File: src/rtl/eia608_to_utf8.sv
// eia608_to_utf8 -- decodes one EIA-608 caption code pair into a NUL-terminated
// UTF-8 string. The string is written one byte per cycle through an Avalon-MM
// write master. The call returns the payload byte count, which excludes the NUL.
//
// Ports
//   clock, reset          rising-edge clock, synchronous active-high reset
//   start / busy          call handshake (start is sampled only in IDLE)
//   done / stall          return handshake; returndata = byte count (0..6)
//   code                  {char1, char2}; bits 15 and 7 are parity and are ignored
//   s                     destination byte address
//   avmm_0_rw_*           byte-wide writes: the byte is replicated into all lanes,
//                         and byteenable selects the lane for the address
module eia608_to_utf8 (
  input  logic        clock,
  input  logic        reset,
  input  logic        start,
  output logic        busy,
  output logic        done,
  input  logic        stall,
  output logic [31:0] returndata,
  input  logic [15:0] code,
  input  logic [63:0] s,
  output logic [63:0] avmm_0_rw_address,
  output logic [7:0]  avmm_0_rw_byteenable,
  output logic        avmm_0_rw_write,
  output logic [63:0] avmm_0_rw_writedata
);
  typedef enum logic [2:0] {IDLE, DECODE, EMIT, TERM, DONE} state_t;

  // One encoded character: the byte count and up to 3 bytes, with b[0] sent first.
  typedef struct packed {
    logic [1:0]      len;
    logic [2:0][7:0] b;
  } utf8_t;

  state_t          state_q, state_d;
  logic [13:0]     code_q;      // {c1, c2} with the parity bits stripped
  logic [63:0]     s_q;
  logic [5:0][7:0] byte_buf_q, byte_buf_d;
  logic [2:0]      n_q, n_d;
  logic [2:0]      i_q;
  logic            unused_parity;

  assign unused_parity = code[15] ^ code[7];

  function automatic logic [15:0] basic_cp(input logic [6:0] c);
    case (c)
      7'h2A:   basic_cp = 16'h00E1;
      7'h5C:   basic_cp = 16'h00E9;
      7'h5E:   basic_cp = 16'h00ED;
      7'h5F:   basic_cp = 16'h00F3;
      7'h60:   basic_cp = 16'h00FA;
      7'h7B:   basic_cp = 16'h00E7;
      7'h7C:   basic_cp = 16'h00F7;
      7'h7D:   basic_cp = 16'h00D1;
      7'h7E:   basic_cp = 16'h00F1;
      7'h7F:   basic_cp = 16'h2588;
      default: basic_cp = {9'd0, c};
    endcase
  endfunction

  function automatic logic [15:0] special_cp(input logic [3:0] c);
    case (c)
      4'h0: special_cp = 16'h00AE;
      4'h1: special_cp = 16'h00B0;
      4'h2: special_cp = 16'h00BD;
      4'h3: special_cp = 16'h00BF;
      4'h4: special_cp = 16'h2122;
      4'h5: special_cp = 16'h00A2;
      4'h6: special_cp = 16'h00A3;
      4'h7: special_cp = 16'h266A;
      4'h8: special_cp = 16'h00E0;
      4'h9: special_cp = 16'h00A0;
      4'hA: special_cp = 16'h00E8;
      4'hB: special_cp = 16'h00E2;
      4'hC: special_cp = 16'h00EA;
      4'hD: special_cp = 16'h00EE;
      4'hE: special_cp = 16'h00F4;
      default: special_cp = 16'h00FB;
    endcase
  endfunction

  function automatic utf8_t enc(input logic [15:0] cp);
    utf8_t r;
    r = '0;
    if (cp < 16'h0080) begin
      r.len  = 2'd1;
      r.b[0] = cp[7:0];
    end else if (cp < 16'h0800) begin
      r.len  = 2'd2;
      r.b[0] = {3'b110, cp[10:6]};
      r.b[1] = {2'b10, cp[5:0]};
    end else begin
      r.len  = 2'd3;
      r.b[0] = {4'b1110, cp[15:12]};
      r.b[1] = {2'b10, cp[11:6]};
      r.b[2] = {2'b10, cp[5:0]};
    end
    return r;
  endfunction

  // Pair decode. It only matters in DECODE, but it is computed every cycle.
  logic [6:0] c1, c2;
  utf8_t      e_a, e_b;

  always_comb begin
    c1 = code_q[13:7];
    c2 = code_q[6:0];
    e_a = '0;
    e_b = '0;
    if ((c1 == 7'h11 || c1 == 7'h19) && c2[6:4] == 3'b011) begin
      e_a = enc(special_cp(c2[3:0]));
    end else if (c1 >= 7'h20) begin
      e_a = enc(basic_cp(c1));
      if (c2 >= 7'h20) e_b = enc(basic_cp(c2));
    end
    n_d = {1'b0, e_a.len} + {1'b0, e_b.len};
    // The second character's bytes are packed directly after the first's.
    byte_buf_d = '0;
    for (int k = 0; k < 3; k++) begin
      if (3'(k) < {1'b0, e_a.len}) byte_buf_d[k] = e_a.b[k];
      if (3'(k) < {1'b0, e_b.len}) byte_buf_d[3'(k) + {1'b0, e_a.len}] = e_b.b[k];
    end
  end

  // Next state and outputs. The address is s+i in both EMIT and TERM, because i
  // has already advanced to N when TERM is reached.
  always_comb begin
    state_d              = state_q;
    busy                 = (state_q != IDLE);
    done                 = (state_q == DONE);
    returndata           = {29'd0, n_q};
    avmm_0_rw_write      = (state_q == EMIT) || (state_q == TERM);
    avmm_0_rw_address    = '0;
    avmm_0_rw_byteenable = '0;
    avmm_0_rw_writedata  = '0;
    if (avmm_0_rw_write) begin
      avmm_0_rw_address    = s_q + {61'd0, i_q};
      avmm_0_rw_byteenable = 8'd1 << avmm_0_rw_address[2:0];
      if (state_q == EMIT) avmm_0_rw_writedata = {8{byte_buf_q[i_q]}};
    end
    case (state_q)
      IDLE:    if (start) state_d = DECODE;
      DECODE:  state_d = (n_d == 3'd0) ? TERM : EMIT;
      EMIT:    if (i_q == n_q - 3'd1) state_d = TERM;
      TERM:    state_d = DONE;
      DONE:    if (!stall) state_d = IDLE;
      default: state_d = IDLE;
    endcase
  end

  always_ff @(posedge clock) begin
    if (reset) begin
      state_q    <= IDLE;
      code_q     <= '0;
      s_q        <= '0;
      byte_buf_q <= '0;
      n_q        <= '0;
      i_q        <= '0;
    end else begin
      state_q <= state_d;
      if (state_q == IDLE && start) begin
        code_q <= {code[14:8], code[6:0]};
        s_q    <= s;
      end
      if (state_q == DECODE) begin
        byte_buf_q <= byte_buf_d;
        n_q        <= n_d;
        i_q        <= '0;
      end
      if (state_q == EMIT) i_q <= i_q + 3'd1;
    end
  end
endmodule

File: config.mk
export PLATFORM = sky130hd
export DESIGN_NAME = eia608_to_utf8
export DESIGN_NICKNAME = d
export VERILOG_FILES = /design/src/rtl/eia608_to_utf8.sv
export SDC_FILE = /design/constraint.sdc
export NUM_CORES = 1
export LEC_CHECK = 0
export ABC_AREA = 1
export CORE_ASPECT_RATIO = 1.25
export CORE_MARGIN = 5
export CORE_UTILIZATION = 45
export CTS_CLUSTER_DIAMETER = 30
export DETAILED_ROUTE_END_ITERATION = 7
export PLACE_DENSITY = 0.78
export SLEW_MARGIN = 25
export SYNTH_ARGS = -nofsm -noshare
export SYNTH_HDL_FRONTEND = slang
export SYNTH_SLANG_ARGS = --single-unit
File: constraint.sdc
create_clock -name clock -period 3.3 [get_ports clock]
set_input_delay 0.99 -clock clock [delete_from_list [all_inputs] [get_ports clock]]
set_output_delay 0.99 -clock clock [all_outputs]
set_load 0.05 [all_outputs]
==> impl_metrics.toml <==
[cts]
clock_sinks = 143
cts_hold_buf = 0
cts_tree = "yes"
numCtsBuffers = 17
clkSlewWorstSetupHoldPaths_ns = 0.06
root_buffer = "clkbuf_16"
cts_max_path_buffers = 2
h-tree-depth = 4
clk_latency_ns = 0.43

[placed_design]
gp_congestion = 0.9899
post-place-ws_ns = -0.0007117
dp_hpwl_um = 28130
numPortBuffers = 223
dpl_cell_area_sq_um = 13560

[floorplanning]
die_w_um = 141.3
die-area_sq_um = 24600
fp.coreArea_sq_um = 21400
core.rowCount = 60
fp.dieH_um = 174.1
initial_utilization = 0.4532
pin_count = 255

[detailed_routing]
wl_per_cell_um = 18.47
drcViolationCount = 0
drt_iter0_drc = 1022
routed_wl_um = 37700
vias_per_cell = 5.505
num_vias = 11240
drtPass1Iterations = 5
ant_nets = 0

[sta]
post-route-period-util = 1.077
hold_viol_final = 0
min_period_ns = 3.553
slew_headroom = 0.4785
clock_skew_ns = 0.007011
finalWorstSetupSlack_ns = -0.2534
setup_violations = 50
finalMaxSlewViolations = 0
rsz0062_at_grt = "true"
timing.fmax_mhz = 281.4
tightest_slew_ns = 0.7725

[yosys]
synthCells = 1509
yosys.cell_types.count = 52
yosysWarnings = 0
ys_ff_latch = 143
syn-mean-instance-area_sq_um = 6.425
synthArstFlopShare = 0
syn_area_sq_um = 9696
yosysSeqAreaShare = 0.2953
ys.flop_type = "dfxtp_1"
synth_edf_count = 0

[layout]
mostFrequentLayoutCell = "nand2_1"
nFillCells = 1515
nets = 1846
multi_input_area_sq_um = 6354
layout.cells.most_common_list = "230 x nand2_1, 153 x inv_1, 149 x nor2_1"
final-seq-area_sq_um = 2898
n_antenna_cell = 0
drive_above_1_share = 0.3087
stdcell_area_sq_um = 15560
area_growth_pct = 60.48

[worst_setup_path]
cp_data_required_time_ns = 2.31
critPathTopFamily = "simple AND/OR/NAND/NOR gates"
end_kind = "output pin"
slowest_delay_ns = 0.38
arrival_ns = 2.56
crit_type = "reg -> out"
critPathMaxFanout = 4
crit_buf_inv = 3
critPathLaunchType = "flip-flop"
slowest_stage = "dfxtp_1"
cp_cell_sequence = "nand2_1 -> nor2_2 -> inv_1 -> nor4_4 -> buf_4 -> nand4_1 -> xor2_1 -> nor2_1 -> buf_12"

[global_route]
grt_pass1_vias = 11020
grtUsageTotal = 0.2897
grt_first_pass_wirelength_um = 57440
grt_max_degree = 117
antenna_found_initial = 0
overflow = 0

[power]
p_leak_nw = 6.201
powerDensity_nw_per_um2 = 570.7
vdd_ir_drop_max_v = 0.0003589
finalPower_mw = 8.880

[min_path]
min_path_type = "reg -> reg"

[status]
status = "finished with violations"
violations = "setup timing"

[run]
drv_cap = 0
[power by group]
group / switching (mW) / internal [mW]
Combinational: 2.76 / 1.56
Sequential: 0.387 / 2.12
Clock: 0.839 / 1.22
[metrics by stage]
step                        util  setup TNS, ns  hold WS, ns  std cells
after floorplan                -        -0.1167       0.4237       1537
after global placement    0.6336      -0.007405       0.4308       1969
after detailed placement  0.6336     -0.0007117       0.4397       1969
after CTS                 0.7017         -4.387       0.4497       2025
after global routing      0.7273         -10.90       0.4796       2041
final                     0.7273         -6.404       0.4465       2041
[Yosys cell counts (3+ instances only)]
cell	count	area share
a211oi_1	3	0.0023
a21oi_1	151	0.078
a21oi_2	4	0.0036
a22oi_1	4	0.0031
a31oi_1	4	0.0026
buf_1	3	0.0012
buf_4	87	0.067
clkbuf_1	51	0.020
clkinv_1	3	0.0012
dfxtp_1	143	0.30
ha_1	12	0.015
inv_1	170	0.066
inv_2	13	0.0050
nand2_1	250	0.097
nand2_2	10	0.0065
nand2_4	3	0.0035
nand3_1	61	0.031
nand3_2	4	0.0041
nand4_1	41	0.026
nor2_1	210	0.081
nor2_2	4	0.0026
nor2_4	3	0.0035
nor2_8	3	0.0062
nor3_1	44	0.023
nor3_2	5	0.0052
nor3b_1	3	0.0023
nor4_1	10	0.0065
o211ai_1	8	0.0062
o21a_1	3	0.0023
o21ai_0	128	0.066
o31ai_1	3	0.0023
o32ai_1	5	0.0045
xor2_1	40	0.036
[layer usage]
metal	part of all wire	track usage	wire, um
met1	0.36	0.3191	13570
met2	0.50	0.5163	18810
met3	0.083	0.06136	3128
met4	0.058	0.1523	2193
met5	0	0	0
[what timing repair did]
| item | in CTS | in global routing |
|---|---|---|
| setup endpoints to repair | 114 | 103 |
| gates cloned | 0 | 0 |
| pin swaps | 44 | 45 |
| setup buffers | 27 | 17 |
| endpoints found under the hold margin | 0 | 0 |
| gates resized for setup | 167 | 115 |
[sequential cells by signal (all words and copies together), names as in the netlist, named ones only]
signal,cells
byte_buf_q,46
code_q,14
i_q,3
n_q,3
s_q,64
state_q,3
[kinds of logic after synthesis]
family,synth area share
AND/OR/NAND/NOR,0.3061
buffers and inverters,0.1640
AO/OA/AOI/OAI,0.1776
flip-flops,0.2953
XOR/XNOR,0.03794
adder cells (fa/ha/maj),0.01755
other,0.0003868
multiplexers,0.001161
[worst register-to-register path, stage by stage (launching register included)]
cell and delay (ns):
dfxtp_1 0.44, inv_2 0.10, nand2_1 0.11, nor2_1 0.06, nand2_1 0.08, nand2_2 0.08
nor2_2 0.18, nand2_4 0.13, nor2_8 0.25, inv_1 0.16, nor2_1 0.14, nor2_1 0.06
ha_1 0.31, nor3_1 0.19, nand2_1 0.08, nand2_1 0.05, nand3_1 0.06, nor2_1 0.08
[path summary, 6_finish.rpt]
check | cells after the start | slack, ns | from | endpoint
max | 9 | -0.25 | s_q[23] | avmm_0_rw_address[39]
min | 2 | 0.45 | byte_buf_q[40] | byte_buf_q[40]
max reg2reg | 17 | 0.69 | code_q[8] | state_q[0]
min reg2reg | 2 | 0.45 | byte_buf_q[40] | byte_buf_q[40]
[layout make-up]
type                    instances  share of cell area
inverters                     187             0.04583
flip-flops and latches        143              0.1862
multi-input cells            1063              0.4083
repair buffers                337              0.2971
clock buffers                  17             0.02734
well taps                     279             0.02243
clock inverters                15             0.01271
Note: power is estimated with default switching activity, not from simulation.
